==> src/rtl/mem_arbiter.sv <==
// -----------------------------------------------------------------------------
// mem_arbiter
//
// Purpose:
//   Shares one simple-dual-port 4 KiB SRAM (write port A, registered read
//   port B with 1-cycle latency, no byte enables) between the instruction
//   fetch port and the load/store port of the FRiscV core.
//   - Round-robin arbitration when both ports request in the same cycle.
//   - Reads are pipelined at one per cycle; read data returns one cycle
//     after the grant.
//   - Word stores write in the grant cycle. Byte/halfword stores are a
//     two-cycle read-modify-write, because the SRAM has no byte enables.
//   - Load data is shifted, masked and sign/zero-extended by size.
//   - Misaligned data accesses are granted immediately with an error flag
//     and never touch the SRAM.
//
// Ports:
//   clk, rst             clock (rising edge), synchronous active-high reset
//   if_req_in/if_addr_in fetch request and byte address ([1:0] ignored)
//   if_gnt_out           fetch accepted this cycle
//   if_rvalid_out/_rdata fetched word, one cycle after if_gnt_out
//   d_req_in, d_we_in    data request, 1 = store / 0 = load
//   d_size_in            00 byte, 01 half, 10/11 word
//   d_unsigned_in        load zero-extends when 1, sign-extends when 0
//   d_addr_in/d_wdata_in data byte address, LSB-justified store data
//   d_gnt_out/d_err_out  data accepted or completed / misaligned access
//   d_rvalid_out/_rdata  formatted load data, one cycle after d_gnt_out
//   mem_*_a_out          SRAM write port
//   mem_*_b_out          SRAM read port request
//   mem_dout_b_in        SRAM read data, valid the cycle after mem_en_b_out
//   dbg_state_out        current FSM state (0 = IDLE, 1 = RMW)
//
// Handshake:
//   A requester raises *_req_in and holds it, together with all of its
//   address/data/control inputs, stable until the cycle in which the
//   matching *_gnt_out is high. The grant is the transfer: in that cycle
//   the request is consumed and the requester may drop or replace it on the
//   next cycle. Read data arrives with *_rvalid_out exactly one cycle after
//   the grant; there is no back-pressure on the read data path. Dropping a
//   request before it is granted is illegal.
// -----------------------------------------------------------------------------
module mem_arbiter #(
  parameter int ARCH       = 32,
  parameter int ADDR_WIDTH = 12
) (
  input  logic                  clk,
  input  logic                  rst,
  // fetch port
  input  logic                  if_req_in,
  input  logic [ADDR_WIDTH-1:0] if_addr_in,
  output logic                  if_gnt_out,
  output logic                  if_rvalid_out,
  output logic [ARCH-1:0]       if_rdata_out,
  // load/store port
  input  logic                  d_req_in,
  input  logic                  d_we_in,
  input  logic [1:0]            d_size_in,
  input  logic                  d_unsigned_in,
  input  logic [ADDR_WIDTH-1:0] d_addr_in,
  input  logic [ARCH-1:0]       d_wdata_in,
  output logic                  d_gnt_out,
  output logic                  d_err_out,
  output logic                  d_rvalid_out,
  output logic [ARCH-1:0]       d_rdata_out,
  // SRAM write port A
  output logic [ADDR_WIDTH-1:0] mem_addr_a_out,
  output logic [ARCH-1:0]       mem_din_a_out,
  output logic                  mem_we_a_out,
  // SRAM read port B
  output logic [ADDR_WIDTH-1:0] mem_addr_b_out,
  output logic                  mem_en_b_out,
  input  logic [ARCH-1:0]       mem_dout_b_in,
  // debug
  output logic                  dbg_state_out
);

  localparam logic S_IDLE   = 1'b0;
  localparam logic S_RMW    = 1'b1;

  // Which port received the most recent grant.
  localparam logic RR_FETCH = 1'b0;
  localparam logic RR_DATA  = 1'b1;

  localparam logic [1:0] SZ_BYTE = 2'b00;
  localparam logic [1:0] SZ_HALF = 2'b01;

  // ---------------------------------------------------------------------------
  // State
  // ---------------------------------------------------------------------------
  logic       r_state;
  logic       r_rr_last;
  logic       r_if_pend;   // fetch read issued last cycle
  logic       r_d_pend;    // load read issued last cycle
  logic [1:0] r_d_size;    // captured load size
  logic       r_d_uns;     // captured load signedness
  logic [1:0] r_d_off;     // captured load byte offset

  // ---------------------------------------------------------------------------
  // Combinational decode
  // ---------------------------------------------------------------------------
  logic            w_idle;
  logic            w_rmw;
  logic            w_if_win;
  logic            w_d_win;
  logic            w_d_mis;
  logic            w_d_load;
  logic            w_d_word_store;
  logic            w_rmw_start;
  logic [ARCH-1:0] w_merged;
  logic [ARCH-1:0] w_shifted;
  logic [ARCH-1:0] w_load_fmt;

  // Folding rst into the state qualifiers forces every grant, enable and
  // error output low while reset is asserted.
  assign w_idle = !rst && (r_state == S_IDLE);
  assign w_rmw  = !rst && (r_state == S_RMW);

  // A lone requester always wins; on conflict the port that did not win
  // last time gets the slot.
  assign w_if_win = w_idle && if_req_in && (!d_req_in || (r_rr_last == RR_DATA));
  assign w_d_win  = w_idle && d_req_in  && (!if_req_in || (r_rr_last == RR_FETCH));

  // Size 11 decodes as word.
  always_comb begin
    w_d_mis = 1'b0;
    case (d_size_in)
      SZ_BYTE: w_d_mis = 1'b0;
      SZ_HALF: w_d_mis = d_addr_in[0];
      default: w_d_mis = (d_addr_in[1:0] != 2'b00);
    endcase
  end

  assign w_d_load       = w_d_win && !w_d_mis && !d_we_in;
  assign w_d_word_store = w_d_win && !w_d_mis &&  d_we_in &&  d_size_in[1];
  assign w_rmw_start    = w_d_win && !w_d_mis &&  d_we_in && !d_size_in[1];

  // ---------------------------------------------------------------------------
  // Sub-word store merge. In RMW the old word is on mem_dout_b_in; the data
  // port inputs are still held because the store has not been granted yet.
  // ---------------------------------------------------------------------------
  always_comb begin
    w_merged = mem_dout_b_in;
    if (d_size_in == SZ_BYTE) begin
      case (d_addr_in[1:0])
        2'd0:    w_merged[7:0]   = d_wdata_in[7:0];
        2'd1:    w_merged[15:8]  = d_wdata_in[7:0];
        2'd2:    w_merged[23:16] = d_wdata_in[7:0];
        default: w_merged[31:24] = d_wdata_in[7:0];
      endcase
    end else if (d_addr_in[1]) begin
      w_merged[31:16] = d_wdata_in[15:0];
    end else begin
      w_merged[15:0]  = d_wdata_in[15:0];
    end
  end

  // ---------------------------------------------------------------------------
  // Load formatting from the captured size/sign/offset.
  // ---------------------------------------------------------------------------
  assign w_shifted = mem_dout_b_in >> {r_d_off, 3'b000};

  always_comb begin
    w_load_fmt = mem_dout_b_in;
    case (r_d_size)
      SZ_BYTE: w_load_fmt = r_d_uns ? {{(ARCH-8){1'b0}}, w_shifted[7:0]}
                                    : {{(ARCH-8){w_shifted[7]}}, w_shifted[7:0]};
      SZ_HALF: w_load_fmt = r_d_uns ? {{(ARCH-16){1'b0}}, w_shifted[15:0]}
                                    : {{(ARCH-16){w_shifted[15]}}, w_shifted[15:0]};
      default: w_load_fmt = mem_dout_b_in;
    endcase
  end

  // ---------------------------------------------------------------------------
  // Outputs
  // ---------------------------------------------------------------------------
  assign if_gnt_out = w_if_win;

  // The RMW launch cycle takes the arbitration slot but is not a grant; the
  // grant comes with the write in the following cycle.
  assign d_gnt_out  = (w_d_win && !w_rmw_start) || w_rmw;
  assign d_err_out  = w_d_win && w_d_mis;

  assign mem_en_b_out   = w_if_win || w_d_load || w_rmw_start;
  assign mem_addr_b_out = w_if_win ? if_addr_in : d_addr_in;

  assign mem_we_a_out   = w_d_word_store || w_rmw;
  assign mem_addr_a_out = d_addr_in;
  assign mem_din_a_out  = w_rmw ? w_merged : d_wdata_in;

  // Read data is taken straight from the registered SRAM output in the
  // cycle after the grant; zero otherwise.
  assign if_rvalid_out = r_if_pend;
  assign if_rdata_out  = r_if_pend ? mem_dout_b_in : '0;
  assign d_rvalid_out  = r_d_pend;
  assign d_rdata_out   = r_d_pend ? w_load_fmt : '0;

  assign dbg_state_out = r_state;

  // ---------------------------------------------------------------------------
  // Sequential
  // ---------------------------------------------------------------------------
  always_ff @(posedge clk) begin
    if (rst) begin
      r_state   <= S_IDLE;
      r_rr_last <= RR_DATA;
      r_if_pend <= 1'b0;
      r_d_pend  <= 1'b0;
      r_d_size  <= 2'b00;
      r_d_uns   <= 1'b0;
      r_d_off   <= 2'b00;
    end else begin
      case (r_state)
        S_IDLE:  r_state <= w_rmw_start ? S_RMW : S_IDLE;
        default: r_state <= S_IDLE;
      endcase

      // An RMW launch already counts as the data grant for fairness.
      if (w_if_win) begin
        r_rr_last <= RR_FETCH;
      end else if (w_d_win) begin
        r_rr_last <= RR_DATA;
      end

      r_if_pend <= w_if_win;
      r_d_pend  <= w_d_load;
      if (w_d_load) begin
        r_d_size <= d_size_in;
        r_d_uns  <= d_unsigned_in;
        r_d_off  <= d_addr_in[1:0];
      end
    end
  end

`ifndef SYNTHESIS
  // A request that was waiting last cycle must still be present.
  logic r_if_wait;
  logic r_d_wait;

  always_ff @(posedge clk) begin
    if (rst) begin
      r_if_wait <= 1'b0;
      r_d_wait  <= 1'b0;
    end else begin
      r_if_wait <= if_req_in && !if_gnt_out;
      r_d_wait  <= d_req_in && !d_gnt_out;
      a_if_no_cancel: assert (!r_if_wait || if_req_in);
      a_d_no_cancel:  assert (!r_d_wait || d_req_in);
    end
  end
`endif

endmodule

==> config.mk <==
export PLATFORM = sky130hd
export DESIGN_NAME = mem_arbiter
export DESIGN_NICKNAME = d
export VERILOG_FILES = /design/src/rtl/mem_arbiter.sv
export SDC_FILE = /design/constraint.sdc
export NUM_CORES = 1
export LEC_CHECK = 0
export ABC_AREA = 1
export CORE_ASPECT_RATIO = 2
export CORE_MARGIN = 2
export CORE_UTILIZATION = 34
export CTS_BUF_LIST = sky130_fd_sc_hd__clkbuf_2 sky130_fd_sc_hd__clkbuf_4 sky130_fd_sc_hd__clkbuf_8
export DETAILED_ROUTE_END_ITERATION = 16
export PLACE_DENSITY = 0.9
export SLEW_MARGIN = 20
export SYNTH_ARGS = -nofsm -noshare
export SYNTH_HDL_FRONTEND = slang
export SYNTH_SLANG_ARGS = --single-unit
==> constraint.sdc <==
create_clock -name clk -period 2.2 [get_ports clk]
set_clock_uncertainty 0.15 [all_clocks]
set_input_delay 0.44 -clock clk [delete_from_list [all_inputs] [get_ports clk]]
set_output_delay 0.44 -clock clk [all_outputs]
set_load 0.01 [all_outputs]
==> summary.md, run 1 <==
| Metric | Value |
|---|---|
| Outcome | `finished with violations` |
| Violated checks | `setup timing` |
| Largest family of logic cells by synthesized area | `simple AND/OR/NAND/NOR gates` |
| Diode count | `0` |
| CTS HTree Levels | `1` |
| Seq/Total Area, Yosys | `0.0659` |
| Via/cell ratio | `5.66` |
| Xor and xnor area share after synthesis | `0` |
| Total negative slack | `-0.274 ns` |
| Final hold vios | `0` |
| Slew margin rel. | `0.769` |
| Hold_ws | `0.451 ns` |
| Mux share of post-synthesis cell area | `0` |
| Yosys warnings | `0` |
| Max clock buf depth | `2` |
| Initial antenna violation count | `0` |
| Core area | `7890 µm²` |
| Pwr dens | `244 nW/µm²` |
| Root buffer cell | `clkbuf_8` |
| Synth top area share | `0.276` |
| Unrepaired setup endpoints after global routing | `true` |
| Final Util | `0.756` |
| Dpl cell area | `5690 µm²` |
| Maximum fanout along the worst path | `7` |
| Type of origin of the critical path | `register` |
| Most frequent cells in the layout | `190 x nand2_1, 100 x buf_4, 87 x clkdlybuf4s50_1` |
| Port bufs | `223` |
| DR vias | `5,500` |
| TritonCTS clock tree | `done` |
| Final period util | `1.03` |
| Post-Layout Cell Count | `971` |
| Synth Area in Adders | `0` |
| Setup crit end kind | `output pin` |
| WL final | `19,000 µm` |
| Cells after synthesis | `561` |
| Routed wire per std cell | `19.5 µm` |
| Global-route wire length before repair | `26,700 µm` |
| Cells after DPL | `947` |
| Fmax | `442 MHz` |
| Initial Util | `0.347` |
| Setup slack at placement | `-0.778 ns` |
| Peak supply drop | `0.000320 V` |
| Final GP Congestion | `0.993` |
| Register bit total from synthesis | `9` |
| Endpoints failing setup | `10` |
| Die X | `67.4 µm` |
| Max Slew Vio Count | `0` |
| Clock transition at path regs | `0.05 ns` |
| Site Rows | `46` |
| Area leader, netlist | `nand2_1` |
| Crit path cell chain | `inv_1 -> nor2_1 -> buf_4 -> inv_1 -> a21oi_1 -> nor2_1 -> nor2_1 -> buf_2` |
| Share of cells above drive strength 1 | `0.335` |
| Leak | `3.35 nW` |
| Vias in the first global route | `5,339` |
| Top post-synthesis cells by area | `nand2_1 28%, o21ai_0 15%, inv_1 10%` |
| Grt ovf | `0` |
| Worst stage delay on the critical path | `0.35 ns` |
| Initial DRC count | `613` |
| Complex-gate fraction of the synthesized area | `0.280` |
| Area of the multi-input gates | `2210 µm²` |
| IO Count | `224` |
| Worst EP arrival | `1.67 ns` |
| Final instance area | `5960 µm²` |
| Die height | `131 µm` |
| Final Critical Period | `2.26 ns` |
| CP Buf/Inv Count | `4` |
| Nets@finish | `972` |
| HPWL Detailed | `13,200 µm` |
| Hold Buf Count CTS | `0` |
| TritonCTS buffer count | `3` |
| Commonest non-fill, non-tap cell in the layout | `nand2_1` |
| Synth Area in Simple Gates | `0.450` |
| CP Class | `register to output pin` |
| # DRC | `0` |
| Cell family with most CP delay | `buffers and inverters` |
| TritonCTS Sinks | `9` |
| # Max-Cap Violations | `0` |
| Die area | `8820 µm²` |
| Total power | `1.45 mW` |
| Router iterations before antenna repair | `6` |
| Class of the worst hold path | `register to register` |
| Skew-Pair Late Insertion Delay | `0.24 ns` |
| Post-route setup slack | `-0.0619 ns` |
| Critical-path top delay cell | `dfxtp_1` |
| Post-route ant nets | `0` |
| Syn_nets | `657` |
| Fillcell total | `579` |
| Reg area | `189 µm²` |
| Top cell by count, worst path | `nor2_1` |
| Req. time, crit path | `1.61 ns` |
| Area of the mapped netlist | `2740 µm²` |
| Total GRT Usage | `0.400` |
| Slew @ Worst Pin | `0.345 ns` |
| Synth unique cells | `25` |
| Layout area overhead | `118%` |
| Syn_area_per_cell | `4.88 µm²` |
| Largest net degree at the start of global routing | `34` |
synthesized netlist by cell type (all sizes together):
library cell    n
nand2         205
clkbuf         13
o22ai           3
a21oi          55
dfxtp           9
o211ai          2
o21ai          81
nand4           3
buf            27
o21a            2
nand3          30
inv            80
nor3            1
nor2           50
power by group:
group | internal [mW] | total, mW | switching (mW)
Sequential | 0.168 | 0.175 | 0.00677
Clock | 0.140 | 0.218 | 0.0784
Combinational | 0.505 | 1.06 | 0.554
Total | 0.812 | 1.45 | 0.639
flip-flops by register name, indices dropped and copies added (netlist names):
register / cells
d_rvalid_out: 1
dbg_state_out: 1
if_rvalid_out: 1
r_d_off: 2
r_d_size: 2
r_d_uns: 1
r_rr_last: 1
layout make-up:
class / count / share of cell area
timing repair buffer: 349 / 0.512
multi-input combinational: 433 / 0.371
inverter: 80 / 0.0563
sequential: 9 / 0.0317
tap: 96 / 0.0202
clock buffer: 4 / 0.00819
routing by layer:
layer | vias up | track usage | part of all wire
met2 | 474 | 0.709 | 0.50
met3 | 171 | 0.0693 | 0.086
met5 | - | 0 | 0
met4 | 0 | 0.340 | 0.11
li1 | 2395 | - | -
met1 | 2460 | 0.384 | 0.30
worst paths after layout:
path / startpoint / to / slack (ns) / cells past startpoint
setup reg to reg: dbg_state_out / r_d_uns / 0.54 / 9
hold reg to reg: r_rr_last / r_rr_last / 0.45 / 2
setup / recovery: r_d_size[0] / d_rdata_out[11] / -0.06 / 8
hold / removal: r_rr_last / r_rr_last / 0.45 / 2
worst min-delay path: cells and delay by family, from the launching register on:
kind	cells	cell delay, ns
AO/OA/AOI/OAI	1	0.10
buffers and inverters	1	0.11
flip-flops	1	0.33
kinds of logic (layout without fill, tap and decap cells):
logic type | after synthesis | count (layout)
AO/OA/AOI/OAI | 143 | 143
flip-flops | 9 | 9
AND/OR/NAND/NOR | 289 | 290
buffers and inverters | 120 | 433
timing repair:
item                                    4_1_cts  5_1_grt
endpoints found under the setup margin      115       67
pin swaps                                    21       24
cloned                                        3        0
buffers inserted                             10        8
resized for setup                           395       92
Note: power is estimated with default switching activity, not from simulation.
==> inputs of run 2 (changes only) <==
--- a/config.mk
+++ b/config.mk
@@ -6,13 +6,16 @@
 export NUM_CORES = 1
 export LEC_CHECK = 0
 export ABC_AREA = 1
+export CELL_PAD_IN_SITES_DETAIL_PLACEMENT = 1
+export CELL_PAD_IN_SITES_GLOBAL_PLACEMENT = 2
 export CORE_ASPECT_RATIO = 2
 export CORE_MARGIN = 2
-export CORE_UTILIZATION = 34
+export CORE_UTILIZATION = 14
 export CTS_BUF_LIST = sky130_fd_sc_hd__clkbuf_2 sky130_fd_sc_hd__clkbuf_4 sky130_fd_sc_hd__clkbuf_8
+export CTS_CLUSTER_DIAMETER = 50
 export DETAILED_ROUTE_END_ITERATION = 16
 export PLACE_DENSITY = 0.9
-export SLEW_MARGIN = 20
+export SLEW_MARGIN = 10
 export SYNTH_ARGS = -nofsm -noshare
 export SYNTH_HDL_FRONTEND = slang
 export SYNTH_SLANG_ARGS = --single-unit
==> run 2 against run 1 <==
  * The run still ends with setup timing left
  * Critical endpoint is now if_rdata_out[28]
  * Final cell count up 18%
  * Critical path type is now input pin to output pin
  * Clock-buffer cell count stayed put
  * Fmax rose by 2.6%
  * Routed wire length grew 11%
  * Combinational power about the same
  * Clock power fell by 4%
  * Critical path depth fell by 3
  * Sequential cell count unchanged
==> summary.md, run 2 (synthesized netlist as in run 1, its figures left out) <==
| Metric | Value |
|---|---|
| IO Count | `224 (unchanged)` |
| R2r endpoint | `r_d_off[0] (was r_d_uns)` |
| TritonCTS Sinks | `9 (unchanged)` |
| Site Rows | `72 (was 46)` |
| Routed wire per std cell | `18.5 µm (was 19.5 µm)` |
| Worst EP arrival | `1.61 ns (was 1.67 ns)` |
| Final GP Congestion | `0.874 (was 0.993)` |
| Maximum fanout along the worst path | `4 (was 7)` |
| Slew margin rel. | `0.755 (was 0.769)` |
| Root buffer cell | `clkbuf_8 (unchanged)` |
| Largest net degree at the start of global routing | `24 (was 34)` |
| Critical-path top delay cell | `clkdlybuf4s50_1 (was dfxtp_1)` |
| Initial antenna violation count | `4 (was 0)` |
| Total GRT Usage | `0.194 (was 0.400)` |
| Commonest non-fill, non-tap cell in the layout | `nand2_1 (unchanged)` |
| CP Class | `input pin to output pin (was register to output pin)` |
| Max Slew Vio Count | `0 (unchanged)` |
| Setup crit end kind | `output pin (unchanged)` |
| TritonCTS buffer count | `3 (unchanged)` |
| Reg2reg setup slack | `0.71 ns (was 0.54 ns)` |
| Die area | `20,700 µm² (was 8820 µm²)` |
| Crit path cell chain | `clkdlybuf4s15_1 -> buf_4 -> nand2_1 -> inv_1 -> clkdlybuf4s50_1 (was inv_1 -> nor2_1 -> buf_4 -> inv_1 -> a21oi_1 -> nor2_1 -> nor2_1 -> buf_2)` |
| Pwr dens | `231 nW/µm² (was 244 nW/µm²)` |
| Core area | `19,300 µm² (was 7890 µm²)` |
| Violated checks | `setup timing (unchanged)` |
| Final Critical Period | `2.20 ns (was 2.26 ns)` |
| Setup slack at placement | `-0.845 ns (was -0.778 ns)` |
| Grt ovf | `0 (unchanged)` |
| Peak supply drop | `0.000153 V (was 0.000320 V)` |
| Max clock buf depth | `2 (unchanged)` |
| Post-route ant nets | `0 (unchanged)` |
| Top flop regs | `r_d_off (2), r_d_size (2) (unchanged)` |
| Reg2Reg Depth | `9 (unchanged)` |
| TritonCTS clock tree | `done (unchanged)` |
| Worst Hold End | `r_d_size[0] (was r_rr_last)` |
| Port bufs | `223 (unchanged)` |
| Global-route wire length before repair | `30,200 µm (was 26,700 µm)` |
| Hold_ws | `0.387 ns (was 0.451 ns)` |
| Total negative slack | `-0.00370 ns (was -0.274 ns)` |
| CP Buf/Inv Count | `4 (unchanged)` |
| Hold Buf Count CTS | `0 (unchanged)` |
| Post-Layout Cell Count | `1,143 (was 971)` |
| Router iterations before antenna repair | `4 (was 6)` |
| CTS HTree Levels | `1 (unchanged)` |
| Class of the worst hold path | `input pin to register (was register to register)` |
| Endpoints failing setup | `1 (was 10)` |
| DR vias | `4,901 (was 5,500)` |
| # Max-Cap Violations | `0 (unchanged)` |
| Fmax | `454 MHz (was 442 MHz)` |
| Type of origin of the critical path | `input pin (was register)` |
| Critical R2R Launch | `dbg_state_out (unchanged)` |
| Final hold vios | `0 (unchanged)` |
| Slew @ Worst Pin | `0.368 ns (was 0.345 ns)` |
| # DRC | `0 (unchanged)` |
| Die X | `103 µm (was 67.4 µm)` |
| Most frequent cells in the layout | `189 x nand2_1, 98 x clkdlybuf4s50_1, 98 x buf_4 (was 190 x nand2_1, 100 x buf_4, 87 x clkdlybuf4s50_1)` |
| Die height | `202 µm (was 131 µm)` |
| Req. time, crit path | `1.61 ns (about the same)` |
| Final period util | `1.00 (was 1.03)` |
| Nets@finish | `977 (was 972)` |
| Unrepaired setup endpoints after global routing | `true (unchanged)` |
| Outcome | `finished with violations (unchanged)` |
| Cell family with most CP delay | `buffers and inverters (unchanged)` |
| Initial Util | `0.142 (was 0.347)` |
| Layout area overhead | `127% (was 118%)` |
| Skew-Pair Late Insertion Delay | `0.24 ns (about the same)` |
| Via/cell ratio | `4.29 (was 5.66)` |
| Cells after DPL | `1,112 (was 947)` |
| Hold path depth | `4 (was 2)` |
| Worst stage delay on the critical path | `0.54 ns (was 0.35 ns)` |
| Share of cells above drive strength 1 | `0.349 (was 0.335)` |
| Post-route setup slack | `-0.00370 ns (was -0.0619 ns)` |
| HPWL Detailed | `17,200 µm (was 13,200 µm)` |
| Worst hold start | `d_size_in[0] (was r_rr_last)` |
| Fillcell total | `2,561 (was 579)` |
| Vias in the first global route | `5,290 (was 5,339)` |
| Total power | `1.43 mW (was 1.45 mW)` |
| Initial DRC count | `161 (was 613)` |
| WL final | `21,100 µm (was 19,000 µm)` |
| Leak | `3.27 nW (was 3.35 nW)` |
| Clock transition at path regs | `0.05 ns (about the same)` |
## run 2: cell types whose count changed in the layout (fill, tap and decap cells not counted), sizes merged
cell,delta
dlymetal6s2s,-9
clkinvlp,+1
clkdlybuf4s50,+11
clkdlybuf4s15,+2
clkbuf,-8
buf,+12
inv,+1
diode,+4
dlygate4sd2,-4
clkinv,-1
## run 2: routing by layer
metal	vias up	track usage	share of wire
met4	0	0.0818	0.058
met3	51	0.0212	0.045
li1	2400	-	-
met1	2275	0.193	0.34
met2	175	0.384	0.56
met5	-	0	0
## run 2: power breakdown
| part | total, mW | switching, mW | leakage, nW | internal [mW] |
|---|---|---|---|---|
| clock network | 0.210 | 0.0711 | 0.0262 | 0.139 |
| registers | 0.174 | 0.00628 | 0.0766 | 0.167 |
| logic | 1.05 | 0.539 | 3.16 | 0.510 |
## run 2: layout make-up
type | instances | area [µm²] | area share
inverters | 80 | 324 | 0.0521
repair buffers | 353 | 3090 | 0.497
well taps | 259 | 324 | 0.0521
flip-flops and latches | 9 | 194 | 0.0312
multi-input cells | 433 | 2220 | 0.357
diodes | 4 | 10.0 | 0.00161
clock buffers | 4 | 48.8 | 0.00785
repair inverters | 1 | 6.26 | 0.00101
## run 2: per-stage QoR
step | instance area (µm²) | utilization
final | 6210 | 0.322
after global routing | 6210 | 0.322
after CTS | 6030 | 0.313
after detailed placement | 5930 | 0.308
after global placement | 5930 | 0.308
after floorplan | 2740 | -
## run 2: worst reg2reg max path, stage by stage, from the launching register on
cell     delay, ns
dfxtp_4       0.35
nor2_4        0.09
inv_1         0.07
nor2_4        0.14
buf_4         0.14
nand3_2       0.08
buf_4         0.18
nand2_1       0.07
nand2_1       0.05
nor2_1        0.10
## run 2: timing repair
item / in CTS / in global routing
gates cloned: 2 / 3
gates resized for setup: 427 / 75
pin swaps: 25 / 34
buffers inserted: 12 / 7
setup endpoints to repair: 112 / 72
## run 2: worst max-delay path by stage
| stage | startpoint | cells after the start | end | slack [ns] |
|---|---|---|---|---|
| 2_1_floorplan | d_size_in[0] | 5 | mem_din_a_out[22] | 0.33 |
| 3_3_place_gp | d_size_in[0] | 9 | mem_din_a_out[0] | -0.83 |
| 3_5_place_dp | d_size_in[1] | 9 | mem_din_a_out[0] | -0.85 |
| 4_1_cts | r_d_off[0] | 8 | d_rdata_out[28] | -0.07 |
| 5_1_grt | r_d_size[0] | 8 | d_rdata_out[13] | -0.06 |
| 6_report | mem_dout_b_in[28] | 5 | if_rdata_out[28] | -0.004 |
